<file path="config.mk">
export PLATFORM = sky130hd
export DESIGN_NAME = rr_grant_arbiter_flat
export DESIGN_NICKNAME = d
export VERILOG_FILES = /design/src/rtl/rr_grant_arbiter_if.sv /design/src/rtl/rr_grant_arbiter.sv /design/src/flat_wrapper.sv
export SDC_FILE = /design/constraint.sdc
export NUM_CORES = 1
export LEC_CHECK = 0
export ABC_AREA = 1
export CORE_MARGIN = 8
export CORE_UTILIZATION = 44
export DETAILED_ROUTE_END_ITERATION = 16
export PLACE_DENSITY = 0.72
export SLEW_MARGIN = 25
export SYNTH_ARGS = -nofsm -noshare
export SYNTH_HDL_FRONTEND = slang
export SYNTH_SLANG_ARGS = --single-unit
</file>
<file path="constraint.sdc">
create_clock -name clk -period 3.1 [get_ports clk]
set_clock_uncertainty 0.2 [all_clocks]
set_input_delay 0.62 -clock clk [delete_from_list [all_inputs] [get_ports clk]]
set_output_delay 0.62 -clock clk [all_outputs]
set_load 0.05 [all_outputs]
</file>
<file path="src/rtl/rr_grant_arbiter_if.sv">
// ----------------------------------------------------------------------------
// rr_grant_arbiter_if
//   Request/grant bundle between a set of requesters and rr_grant_arbiter.
//
//   Parameter
//     PORTS          number of requesters (2..32)
//
//   Signals
//     request        per-port request level            (requester -> arbiter)
//     acknowledge    per-port release pulse             (requester -> arbiter)
//     grant          registered one-hot grant           (arbiter -> requester)
//     grant_valid    |grant                             (arbiter -> requester)
//     grant_encoded  index of granted port, 0 if none   (arbiter -> requester)
//     timeout_pulse  1-cycle pulse on forced release    (arbiter -> requester)
//
//   Modports
//     master         requester side (drives request/acknowledge)
//     slave          arbiter side   (drives the grant outputs)
// ----------------------------------------------------------------------------
interface rr_grant_arbiter_if #(
    parameter int PORTS = 4
);
    localparam int ENC_W = (PORTS > 1) ? $clog2(PORTS) : 1;

    logic [PORTS-1:0] request;
    logic [PORTS-1:0] acknowledge;
    logic [PORTS-1:0] grant;
    logic             grant_valid;
    logic [ENC_W-1:0] grant_encoded;
    logic             timeout_pulse;

    modport master (
        output request,
        output acknowledge,
        input  grant,
        input  grant_valid,
        input  grant_encoded,
        input  timeout_pulse
    );

    modport slave (
        input  request,
        input  acknowledge,
        output grant,
        output grant_valid,
        output grant_encoded,
        output timeout_pulse
    );
endinterface

</file>
<file path="src/rtl/rr_grant_arbiter.sv">
// ----------------------------------------------------------------------------
// rr_grant_arbiter
//   N-port arbiter with fixed or rotating priority and a registered one-hot
//   grant. A grant is held according to BLOCK:
//     0 NONE        re-arbitrate on every edge
//     1 REQUEST     hold while the granted request stays high
//     2 ACKNOWLEDGE hold until the granted port pulses acknowledge
//   A release re-arbitrates on the same edge, so there is no idle bubble
//   between back-to-back grants. All outputs come straight from flops.
//
//   Optional feature (macro ARB_HOLD_TIMEOUT_EN):
//     a hold counter forces a release after TIMEOUT held cycles (BLOCK=1/2)
//     and raises timeout_pulse for one cycle. Without the macro there is no
//     counter, holds are unbounded and timeout_pulse is tied low.
//
//   Ports
//     clk    rising-edge clock
//     rst_n  asynchronous active-low reset
//     bus    rr_grant_arbiter_if.slave (request/acknowledge in, grant out)
// ----------------------------------------------------------------------------
module rr_grant_arbiter #(
    parameter int PORTS        = 4,
    parameter int ROUND_ROBIN  = 1,
    parameter int BLOCK        = 2,
    parameter int LSB_PRIORITY = 1,
    parameter int TIMEOUT      = 16
) (
    input  logic              clk,
    input  logic              rst_n,
    rr_grant_arbiter_if.slave bus
);
    localparam int               PTR_W    = (PORTS > 1) ? $clog2(PORTS) : 1;
    localparam logic [PTR_W-1:0] PTR_LAST = PTR_W'(PORTS - 1);
    localparam logic [PTR_W:0]   PORTS_W  = (PTR_W + 1)'(PORTS);

    typedef enum logic {S_IDLE, S_GRANT} state_t;

    state_t           state_q, state_d;
    logic [PORTS-1:0] grant_q, grant_d;
    logic [PTR_W-1:0] enc_q,   enc_d;
    logic [PTR_W-1:0] ptr_q,   ptr_d;

    // ------------------------------------------------------------------
    // Winner search. The pointer and the search live in a "mirrored" index
    // space when LSB_PRIORITY=0, so one upward search serves both orders.
    // ------------------------------------------------------------------
    logic [PORTS-1:0] req_m, req_rot;
    logic [PTR_W-1:0] start, off, win_m, win_idx, win_next;
    logic [PTR_W:0]   sum;
    logic             any_req;

    always_comb begin
        for (int i = 0; i < PORTS; i++) begin
            req_m[i] = (LSB_PRIORITY != 0) ? bus.request[i] : bus.request[PORTS-1-i];
        end
    end

    assign any_req = |bus.request;
    assign start   = (ROUND_ROBIN != 0) ? ptr_q : '0;
    // Rotate so the highest-priority port sits at bit 0.
    assign req_rot = PORTS'({req_m, req_m} >> start);

    always_comb begin
        off = '0;
        for (int i = PORTS - 1; i >= 0; i--) begin
            if (req_rot[i]) off = PTR_W'(i);
        end
    end

    always_comb begin
        sum      = {1'b0, start} + {1'b0, off};
        win_m    = (sum >= PORTS_W) ? PTR_W'(sum - PORTS_W) : sum[PTR_W-1:0];
        win_idx  = (LSB_PRIORITY != 0) ? win_m : PTR_LAST - win_m;
        // The winner becomes lowest priority for the next search.
        win_next = (win_m == PTR_LAST) ? '0 : win_m + PTR_W'(1);
    end

    // ------------------------------------------------------------------
    // Release conditions for the current grant.
    // ------------------------------------------------------------------
    logic normal_release;
    logic timeout_fire;
    logic hold;
    logic pulse_out;

    always_comb begin
        case (BLOCK)
            1:       normal_release = ~bus.request[enc_q];
            2:       normal_release = bus.acknowledge[enc_q];
            default: normal_release = 1'b1;
        endcase
    end

    assign hold = (state_q == S_GRANT) && !normal_release && !timeout_fire;

`ifdef ARB_HOLD_TIMEOUT_EN
    localparam int               CNT_W    = (TIMEOUT > 1) ? $clog2(TIMEOUT) : 1;
    localparam logic [CNT_W-1:0] CNT_LAST = CNT_W'(TIMEOUT - 1);

    // Counts held edges since the grant was issued; reaching CNT_LAST means
    // the grant has been visible for TIMEOUT cycles.
    logic [CNT_W-1:0] hold_cnt_q;
    logic             pulse_q;

    assign timeout_fire = (BLOCK != 0) && (state_q == S_GRANT) &&
                          !normal_release && (hold_cnt_q == CNT_LAST);

    always_ff @(posedge clk or negedge rst_n) begin
        if (!rst_n) begin
            hold_cnt_q <= '0;
            pulse_q    <= 1'b0;
        end else begin
            hold_cnt_q <= hold ? hold_cnt_q + CNT_W'(1) : '0;
            pulse_q    <= timeout_fire;
        end
    end

    assign pulse_out = pulse_q;
`else
    assign timeout_fire = 1'b0;
    assign pulse_out    = 1'b0;
`endif

    // ------------------------------------------------------------------
    // FSM: state register
    // ------------------------------------------------------------------
    always_ff @(posedge clk or negedge rst_n) begin
        // NOTE: every control flop gets a reset value; there is no storage
        // array here that could be left unreset.
        if (!rst_n) begin
            state_q <= S_IDLE;
            grant_q <= '0;
            enc_q   <= '0;
            ptr_q   <= '0;
        end else begin
            // NOTE: non-blocking assignments so every flop samples the
            // pre-edge values computed by the combinational blocks.
            state_q <= state_d;
            grant_q <= grant_d;
            enc_q   <= enc_d;
            ptr_q   <= ptr_d;
        end
    end

    // ------------------------------------------------------------------
    // FSM: next state. A release and a fresh grant happen on the same edge.
    // ------------------------------------------------------------------
    always_comb begin
        // NOTE: defaults first so no path leaves a variable unassigned,
        // which would otherwise infer a latch.
        state_d = state_q;
        grant_d = grant_q;
        enc_d   = enc_q;
        ptr_d   = ptr_q;
        if (!hold) begin
            if (any_req) begin
                state_d          = S_GRANT;
                grant_d          = '0;
                grant_d[win_idx] = 1'b1;
                enc_d            = win_idx;
                ptr_d            = win_next;
            end else begin
                state_d = S_IDLE;
                grant_d = '0;
                enc_d   = '0;
            end
        end
    end

    // ------------------------------------------------------------------
    // FSM: outputs, taken directly from registered state.
    // ------------------------------------------------------------------
    always_comb begin
        bus.grant         = grant_q;
        bus.grant_valid   = (state_q == S_GRANT);
        bus.grant_encoded = enc_q;
        bus.timeout_pulse = pulse_out;
    end
endmodule

</file>
<file path="src/flat_wrapper.sv">
// flat-port wrapper written by rule: the top's interface ports become plain ports
module rr_grant_arbiter_flat 
#(
    parameter int PORTS        = 4,
    parameter int ROUND_ROBIN  = 1,
    parameter int BLOCK        = 2,
    parameter int LSB_PRIORITY = 1,
    parameter int TIMEOUT      = 16
)
  (clk, rst_n, bus_request, bus_acknowledge, bus_grant, bus_grant_valid, bus_grant_encoded, bus_timeout_pulse);
  rr_grant_arbiter_if #(.PORTS(PORTS)) bus_i ();
  input  logic clk;
  input  logic rst_n;
  input wire logic [$bits(bus_i.request)-1:0] bus_request;
  input wire logic [$bits(bus_i.acknowledge)-1:0] bus_acknowledge;
  output wire logic [$bits(bus_i.grant)-1:0] bus_grant;
  output wire logic [$bits(bus_i.grant_valid)-1:0] bus_grant_valid;
  output wire logic [$bits(bus_i.grant_encoded)-1:0] bus_grant_encoded;
  output wire logic [$bits(bus_i.timeout_pulse)-1:0] bus_timeout_pulse;
  assign bus_i.request = bus_request;
  assign bus_i.acknowledge = bus_acknowledge;
  assign bus_grant = bus_i.grant;
  assign bus_grant_valid = bus_i.grant_valid;
  assign bus_grant_encoded = bus_i.grant_encoded;
  assign bus_timeout_pulse = bus_i.timeout_pulse;
  rr_grant_arbiter #(.PORTS(PORTS), .ROUND_ROBIN(ROUND_ROBIN), .BLOCK(BLOCK), .LSB_PRIORITY(LSB_PRIORITY), .TIMEOUT(TIMEOUT)) u_core (.clk(clk), .rst_n(rst_n), .bus(bus_i));
endmodule
</file>
== After elaboration in Yosys (flattened, before gate mapping) ==
Index checks and enable logic that the tools add are counted.
Widths: inputs -> output; s select.

* Bits in registers: 9
* Output and inout port bits: 8
* Logic and storage cells: 32

* $add $sub $neg: 3
* Magnitude comparators: 4
* Equality and inequality tests: 1
* Shift-type cells: 1
* Multiplexer cells: 13
* Bitwise gates (word level): 1
* Reduce and logical (&&, ||, !) cells: 5

{| class="wikitable"
|+ Operators with widths
! cell !! count
|-
| $mux 2 || 7
|-
| $shr 8x2->4 || 1
|-
| $lt 2x3->1 const B || 2
|-
| $mux 4 || 1
|-
| $reduce_or 4->1 || 1
|-
| $add 2x2->3 || 1
|-
| $ge 3x3->1 const B || 1
|-
| $mux 1 || 3
|-
| $add 2x1->2 const B || 1
|-
| $bmux 1 s2 || 1
|-
| $demux 1 s2 || 1
|-
| $eq 2x2->1 const B || 1
|-
| $ge 2x1->1 const B || 1
|-
| $logic_and 1x1->1 || 2
|-
| $reduce_and 2->1 || 1
|-
| $sub 2x1->2 const B || 1
|-
| $logic_not 1->1 || 1
|-
| $not 1->1 || 1
|}

== Logic depth before layout (Yosys ltp) ==
Gate-level depths: netlist of the first run.

* Word-level depth: 13
* Gate-level depth with buffers: 15

== Least setup slack after synthesis of the first run ==
Ideal clock, no wire load.

* Path kind: input -> register
* Start point: input bus_request[1]
* End point: register u_core.ptr_q[1]
* Library setup time: 0.121 ns
* Arrival time: 2.096 ns
* Required time: 2.779 ns
* Slack: 0.683 ns
* Stages: 13
* Path buffers: 0
* Cells stage by stage: nand2_1 > nand3_1 > nand2_1 > nand3_1 > a21boi_0 > ha_1 > xor2_1 > inv_1 > nand3_2 > nand2_2 > ha_1 > nand2_1 > o21ai_1

* Longest elaborated chain between the ends: 10
* Elaborated cells between the ends (all ways): 14
* Classes of those cells: add/sub (3); order compare (1); eq/ne (1); shift (1); mux (6); reduce/logical (2)

{| class="wikitable"
|+ Ends and longest elaborated chain
! element !! RTL line !! source
|-
| start, declared || flat_wrapper.sv:14 || <nowiki>input wire logic [$bits(bus_i.request)-1:0] bus_request;</nowiki>
|-
| $shr 8x2->4 * || rr_grant_arbiter.sv:61 || <nowiki>assign req_rot = PORTS'({req_m, req_m} >> start);</nowiki>
|-
| $mux 2 (3 in series) || rr_grant_arbiter.sv:66 || <nowiki>if (req_rot[i]) off = PTR_W'(i);</nowiki>
|-
| $mux 2 * || rr_grant_arbiter.sv:66 ||
|-
| $add 2x2->3 * || rr_grant_arbiter.sv:71 || <nowiki>sum = {1'b0, start} + {1'b0, off};</nowiki>
|-
| $ge 3x3->1 / $sub 2x1->2 (equally long branches) || rr_grant_arbiter.sv:72 || <nowiki>win_m = (sum >= PORTS_W) ? PTR_W'(sum - PORTS_W) : sum[PTR_W-1:0];</nowiki>
|-
| $mux 2 * || rr_grant_arbiter.sv:72 ||
|-
| $add 2x1->2 / $eq 2x2->1 (equally long branches) || rr_grant_arbiter.sv:75 || <nowiki>win_next = (win_m == PTR_LAST) ? '0 : win_m + PTR_W'(1);</nowiki>
|-
| $mux 2 * || rr_grant_arbiter.sv:75 ||
|-
| via u_core.win_next[1] || rr_grant_arbiter.sv:48 || <nowiki>logic [PTR_W-1:0] start, off, win_m, win_idx, win_next;</nowiki>
|-
| end signal, assigned || rr_grant_arbiter.sv:141 || <nowiki>ptr_q <= ptr_d;</nowiki>
|-
| end, declared || rr_grant_arbiter.sv:41 || <nowiki>logic [PTR_W-1:0] ptr_q, ptr_d;</nowiki>
|}

The timed path passes the listed nets; every way through them passes the cells marked *.
A chain may end at the register's enable or synchronous reset.

== Worst setup path after layout of the first run ==
* Start point: input bus_request[3]
* End point: register u_core.ptr_q[0]

* Longest elaborated chain between the ends: 10
* Elaborated cells between the ends (all ways): 14
* Classes of those cells: add/sub (3); order compare (1); eq/ne (1); shift (1); mux (6); reduce/logical (2)

{| class="wikitable"
|+ Ends and longest elaborated chain
! element !! RTL line
|-
| $shr 8x2->4 || rr_grant_arbiter.sv:61
|-
| $mux 2 (4 in series) || rr_grant_arbiter.sv:66
|-
| $add 2x2->3 || rr_grant_arbiter.sv:71
|-
| $ge 3x3->1 / $sub 2x1->2 (equally long branches) || rr_grant_arbiter.sv:72
|-
| $mux 2 || rr_grant_arbiter.sv:72
|-
| $add 2x1->2 / $eq 2x2->1 (equally long branches) || rr_grant_arbiter.sv:75
|-
| $mux 2 || rr_grant_arbiter.sv:75
|}

Several ways; a longest one is shown, not always the timed one.

==> summary.md, run 1 <==
| Metric | Value |
|---|---|
| Synth Area in Simple Gates | 44.01% |
| Setup repair bufs after CTS | 0 |
| Post-place setup slack | 0.02299 ns |
| Fmax | ~360 MHz |
| CTS tree | done |
| Grt ovf | 0 |
| Slew Viols, Final | 0 |
| Finished Layout Cells | between 100 and 150 |
| Longest Clk Path Bufs | 2 |
| Outcome | complete, no violations |
| Critical Path RT | a little over 3 ns |
| Setup violators final | 0 |
| WS Path Type | in2reg |
| Core Util, Final | between 60% and 70% |
| Post-route DRC | 0 |
| Seq/Total Area, Yosys | a little under two fifths |
| Hold Buf Count CTS | 0 |
| Mux cell area share after synthesis | 0% |
| DR vias/cell | 4.910 |
| Crit path from | bus_request[3] |
| Initial Utilization | between 40% and 50% |
| Hold crit path type | reg2reg |
| Yosys top cell by area | dfrtp_1 |
| Initial antenna violation count | 0 |
| Iteration-0 DRC count of the detailed router | 17 |
| WL final | between 1000 and 1500 um |
| Core area | 0.001301 sq mm |
| Hold Vio Cnt, Final | 0 |
| Inserted Clock Buffers | 3 |
| Tcrit/Tclk final | 90.72% |
| Std cell rows | 13 |
| Area delta synth->final | 32.64% |
| RSZ-0062 raised after global routing | no |
| Largest family of logic cells by synthesized area | simple AND/OR/NAND/NOR gates |
| Die Span Y | 53.10 um |
| PnR Total Power | 1.040 mW |
| Antenna cell count | 0 |
| Post-synthesis compound-gate area fraction | 3.719% |
| Die area | about 0.0028 sq mm |
| Filler Cells Inserted | between 100 and 150 |
| Crit path max fanout | 3 |
| Power density over cell area | 1294 mW/mm^2 |
| Gr usage total | a little over a tenth |
| Final HPWL DP | 1102 um |
| Crit Reg-Reg Endpoint | u_core.ptr_q[0] |
| Yosys warns | 0 |
| Later-pin clock latency in the skew report | 0.27 ns |
| Worst-Margin Slew | 0.4988 ns |
| Clk slew on worst S/H paths | 0.06 ns |
| Post_cts resized | 0 |
| Final setup margin | 0.2877 ns |
| Routability cong. | a little under 0.8 |
| Drt first pass iters | 4 |
| First-pass GRT wire length | 2415 um |
| LEAKAGE | 0.4252 nW |
| CP endpoint kind | flip-flop |
| Final min period | roughly 2.8 ns |
| Largest net degree at the start of global routing | 10 |
| Reg2Reg Depth | 15 |
| Vias in the first global route | 589 |
| Reg2Reg Setup Slack | ~0.53 ns |
| Max-cap violations | 0 |
| Post-Synth XOR/XNOR Area | 1.446% |
| TNS Setup | 0 ns |
| Hold wc startpoint | u_core.bus.grant[1] |
| CP arrival | 2.81 ns |
| Synth Instances | 88 |
| Layout cell share with drive strength beyond 1 | 10.28% |
| Slew HR | 66.64% |
| Critical path launch point type | primary input |
| Hold Path End | u_core.bus.grant[1] |
| Wire per inst | ~11 um |
| Die W | 53.10 um |
| Clk root buf | clkbuf_4 |
| Syn_nets | 101 |
| Netlist cell types | 17 |
| Syn_area_per_cell | a little under 7 sq um |
| # IOs | 18 |
| R2R Path Start | u_core.ptr_q[0] |
| Yosys reg bits | 9 |
| CTS sink cnt | 9 |
| Hold path depth | 2 |
| Dpl cells | 118 |
| Synthesized cell area | 605.6 sq um |
| Synth area leaders | dfrtp_1 (37%), nand2_1 (22%), nand3_1 (9.9%) |
| Count of input and output buffers | 16 |
| H-tree Lvls | 1 |
| VDD IR max | 0.6322 mV |
| # nets final | 121 |
| Antenna-violating nets left | 0 |
| Via count | approximately 600 |
| Adder-cell share of the synthesized area | approximately 6.2% |
| Post-synth top area share | a little under two fifths |
## placed cells by master (no fill, tap or decap)
cell type and n:
clkbuf_4 3, o21ai_1 2, ha_1 3, a21boi_0 1
or2_0 1, nand2_2 3, clkdlybuf4s50_1 16, inv_1 6
nand3_1 12, xor2_1 1, conb_1 1, nor2_1 6
inv_2 3, nand3_2 2, o21ai_0 1, dfrtp_1 9
nand3b_1 1, clkbuf_1 1, nand2_1 35
## sequential cells by signal, summed over array words and instances (netlist names)
| register | cells |
|---|---|
| u_core.bus.grant | 4 |
| u_core.bus.grant_encoded | 2 |
| u_core.ptr_q | 2 |
| u_core.bus.grant_valid | 1 |
## critical path, stage by stage
cell and delay, ns:
clkdlybuf4s50_1 0.44, nand2_1 0.11, nand3_1 0.08, nand2_1 0.09, nand3_1 0.07, a21boi_0 0.28
ha_1 0.22, xor2_1 0.21, inv_1 0.08, nand3_2 0.11, nand2_2 0.08, ha_1 0.19
nor2_1 0.10, nand2_1 0.05, o21ai_1 0.06
## cells in the mapped netlist
cell and count:
o21ai_0 1, inv_2 3, o21ai_1 2, nor2_1 6
nand3b_1 1, ha_1 3, inv_1 6, buf_4 1
or2_0 1, xor2_1 1, a21boi_0 1, nand3_2 2
nand2_1 35, nand2_2 3, conb_1 1, nand3_1 12
dfrtp_1 9
## metrics by stage
stage | hold slack [ns] | cell area [sq um]
4_1_cts | 0.2830 | 803.3
6_report | 0.2780 | 803.3
3_3_place_gp | 0.2681 | 777.0
2_1_floorplan | 0.1244 | 605.6
3_5_place_dp | 0.2660 | 777.0
5_1_grt | 0.3017 | 803.3
## report_power, final
| group | internal, mW | switching [mW] |
|---|---|---|
| combinational | 0.256 | 0.462 |
| sequential | 0.177 | 0.0507 |
| clock | 0.0498 | 0.0443 |
| total | 0.482 | 0.557 |
## logic make-up after synthesis
group                    count (synthesis)
buffers and inverters                   10
XOR/XNOR                                 1
adder cells (fa/ha/maj)                  3
AO/OA/AOI/OAI                            4
flip-flops                               9
other                                    1
AND/OR/NAND/NOR                         60
## final cells by class
type                            instances  area [sq um]  area share [%]
Multi-Input combinational cell         69         339.1           42.21
Sequential cell                         9         225.2           28.04
Timing Repair Buffer                   16         160.2           19.94
Inverter                                9         33.78           4.206
Clock buffer                            4         26.28           3.271
Tap cell                               15         18.77           2.336
## worst max path at each step
stage                      endpoint  slack (ns)  cells after the start
finish              u_core.ptr_q[0]        0.29                     15
global route        u_core.ptr_q[1]        0.03                     14
CTS                 u_core.ptr_q[0]        0.29                     15
detailed placement  u_core.ptr_q[0]        0.02                     15
global placement    u_core.ptr_q[1]        0.06                     14
floorplan           u_core.ptr_q[1]        0.68                     13
## metal layers
metal / GRT usage [%] / vias up / routed length (um)
li1: - / 314 / -
met1: 13.71 / 265 / 634
met2: 17.38 / 16 / 626
met3: 2.241 / 4 / 103
met4: 5.042 / 0 / 26
met5: 0 / - / 0
Note: power is estimated with default switching activity, not from simulation.
==> run 2, diff against run 1 <==
CORE_UTILIZATION = 30   (was 44)
GPL_ROUTABILITY_DRIVEN = 1   (was not set)
PLACE_DENSITY = 0.52   (was 0.72)
==> run 2 against run 1 <==
Compared with the run above:
- sequential power is essentially flat
- non-clock buffer count is the same
- via count grew 2.5%
- global-route usage shrank 2.3 points
- combinational power grew 0.7%
- first-iteration DRC count shrank 24%
- clock power shrank 2.8%
- critical path depth is the same
- sequential share of layout area shrank 0.51 points
- cell count grew 9.8%
==> summary.md, run 2 (synthesis gave the netlist of run 1 again) <==
| Metric | Value |
|---|---|
| Setup violators final | 0 |
| Routability cong. | 0.7320 |
| Worst-Margin Slew | approximately 0.50 ns |
| WL final | 1444 um |
| Slew Viols, Final | 0 |
| Later-pin clock latency in the skew report | 0.26 ns |
| Gr usage total | 8.677% |
| Iteration-0 DRC count of the detailed router | 13 |
| Slew HR | 66.56% |
| Crit path cell chain | clkdlybuf4s50_1, nand2_1, nand3_1, nand2_1, nand3_1, a21boi_0, ha_1, xor2_1, inv_1, nand3_2, nand2_2, ha_1, nor2_1, nand2_1, o21ai_1 |
| CP arrival | 2.79 ns |
| Hold crit path type | reg2reg |
| Critical path launch point type | primary input |
| LEAKAGE | 0.4252 nW |
| Via count | 614 |
| Critical Path RT | 3.09 ns |
| Dpl cells | between 100 and 150 |
| CTS sink cnt | 9 |
| Antenna-violating nets left | 0 |
| Most frequent cells in the layout | nand2_1 (35), clkdlybuf4s50_1 (16), nand3_1 (12) |
| Wire per inst | 10.78 um |
| Final min period | roughly 2.8 ns |
| Power density over cell area | 1272 mW/mm^2 |
| Area delta synth->final | 35.12% |
| Core area | between 0.0015 and 0.002 sq mm |
| Hold wc startpoint | u_core.bus.grant[3] |
| WS Path Type | in2reg |
| Count of input and output buffers | 16 |
| Drt first pass iters | 4 |
| Worst path max stage delay | 0.45 ns |
| Outcome | complete, no violations |
| # IOs | 18 |
| CP endpoint kind | flip-flop |
| Antenna cell count | 0 |
| TNS Setup | 0 ns |
| CTS tree | done |
| PnR Total Power | 1.041 mW |
| First-pass GRT wire length | 2415 um |
| Crit path from | bus_request[3] |
| Max FFs per register | 4 |
| Crit-path leading delay family | simple AND/OR/NAND/NOR gates |
| Initial Utilization | about 31% |
| Crit path max fanout | 3 |
| Final HPWL DP | between 1000 and 1500 um |
| R2R Path Start | u_core.ptr_q[0] |
| VDD IR max | between 0.4 and 0.5 mV |
| H-tree Lvls | 1 |
| Finished Layout Cells | roughly 130 |
| Post_cts resized | 0 |
| Post-route DRC | 0 |
| Setup repair bufs after CTS | 0 |
| Commonest non-fill, non-tap cell in the layout | nand2_1 |
| Die W | 60.93 um |
| Filler Cells Inserted | 221 |
| Vias in the first global route | 586 |
| Slowest-stage cell, CP | clkdlybuf4s50_1 |
| DR vias/cell | 4.582 |
| Core Util, Final | 42.14% |
| Longest Clk Path Bufs | 2 |
| RSZ-0062 raised after global routing | no |
| # nets final | 121 |
| Inserted Clock Buffers | 3 |
| Clk root buf | clkbuf_4 |
| CP bufs+invs | 2 |
| Tcrit/Tclk final | 90.35% |
| Die Span Y | 60.93 um |
| Grt ovf | 0 |
| Die area | around 0.0037 sq mm |
| Hold Vio Cnt, Final | 0 |
| Largest net degree at the start of global routing | 10 |
| Clk slew on worst S/H paths | 0.06 ns |
| Std cell rows | 16 |
| Fmax | 357.0 MHz |
| Most common cell on crit path | nand2_1 |
| Layout cell share with drive strength beyond 1 | 10.28% |
| Max-cap violations | 0 |
| Hold Buf Count CTS | 0 |
| Initial antenna violation count | 0 |
==> run 2: cell counts in the layout (fill, tap and decap cells not counted) <==
No cell type changed its count.
==> run 2: metrics by stage <==
stage,worst slack (ns),instance area (sq um),hold slack (ns)
floorplan,0.6829,605.6,0.1244
global placement,0.03307,792.0,0.2679
detailed placement,0.008922,792.0,0.2643
CTS,0.2913,818.3,0.2830
global route,0.05683,818.3,0.3031
finish,0.2991,818.3,0.2770
==> run 2: path summary, 6_finish.rpt <==
kind | to | slack, ns | cells after the start
max in group asynchronous | u_core.bus.grant_encoded[0] | 1.93 | 1
worst min-delay path | u_core.bus.grant[3] | 0.28 | 2
worst max-delay path | u_core.ptr_q[0] | 0.30 | 15
worst min register to register | u_core.bus.grant[3] | 0.28 | 2
min in group asynchronous | u_core.bus.grant[1] | 0.46 | 1
worst max register to register | u_core.ptr_q[0] | 0.57 | 15
==> run 2: report_power, final <==
| group | internal (mW) | leakage, nW | switching, mW |
|---|---|---|---|
| Combinational | 0.259 | 0.299 | 0.464 |
| Sequential | 0.177 | 0.112 | 0.0502 |
| Clock | 0.0496 | 0.0150 | 0.0419 |
==> run 2: worst reg2reg max path: cells and delay by family, from the launching register on <==
family          cells  cell delay, ns
fa+ha+maj           2            0.41
xor+xnor            1            0.21
simple gates        8            0.65
flops               1            0.46
buf+inv             2            0.17
compound gates      2            0.35
==> run 2: cell type report <==
cell class / instances / area (sq um) / share of cell area, %
Clock buffer: 4 / 26.28 / 3.211
Inverter: 9 / 33.78 / 4.128
Multi-Input combinational cell: 69 / 339.1 / 41.44
Sequential cell: 9 / 225.2 / 27.52
Tap cell: 27 / 33.78 / 4.128
Timing Repair Buffer: 16 / 160.2 / 19.57
==> run 2: layer usage <==
layer | wire (um) | part of all wire, % | up-vias | GRT usage (%)
met2 | 682 | 47 | 25 | 14.03
met5 | 0 | 0 | - | 0
met3 | 98 | 6.8 | 2 | 2.119
met1 | 648 | 45 | 272 | 9.783
li1 | - | - | 315 | -
met4 | 14 | 0.97 | 0 | 5.980
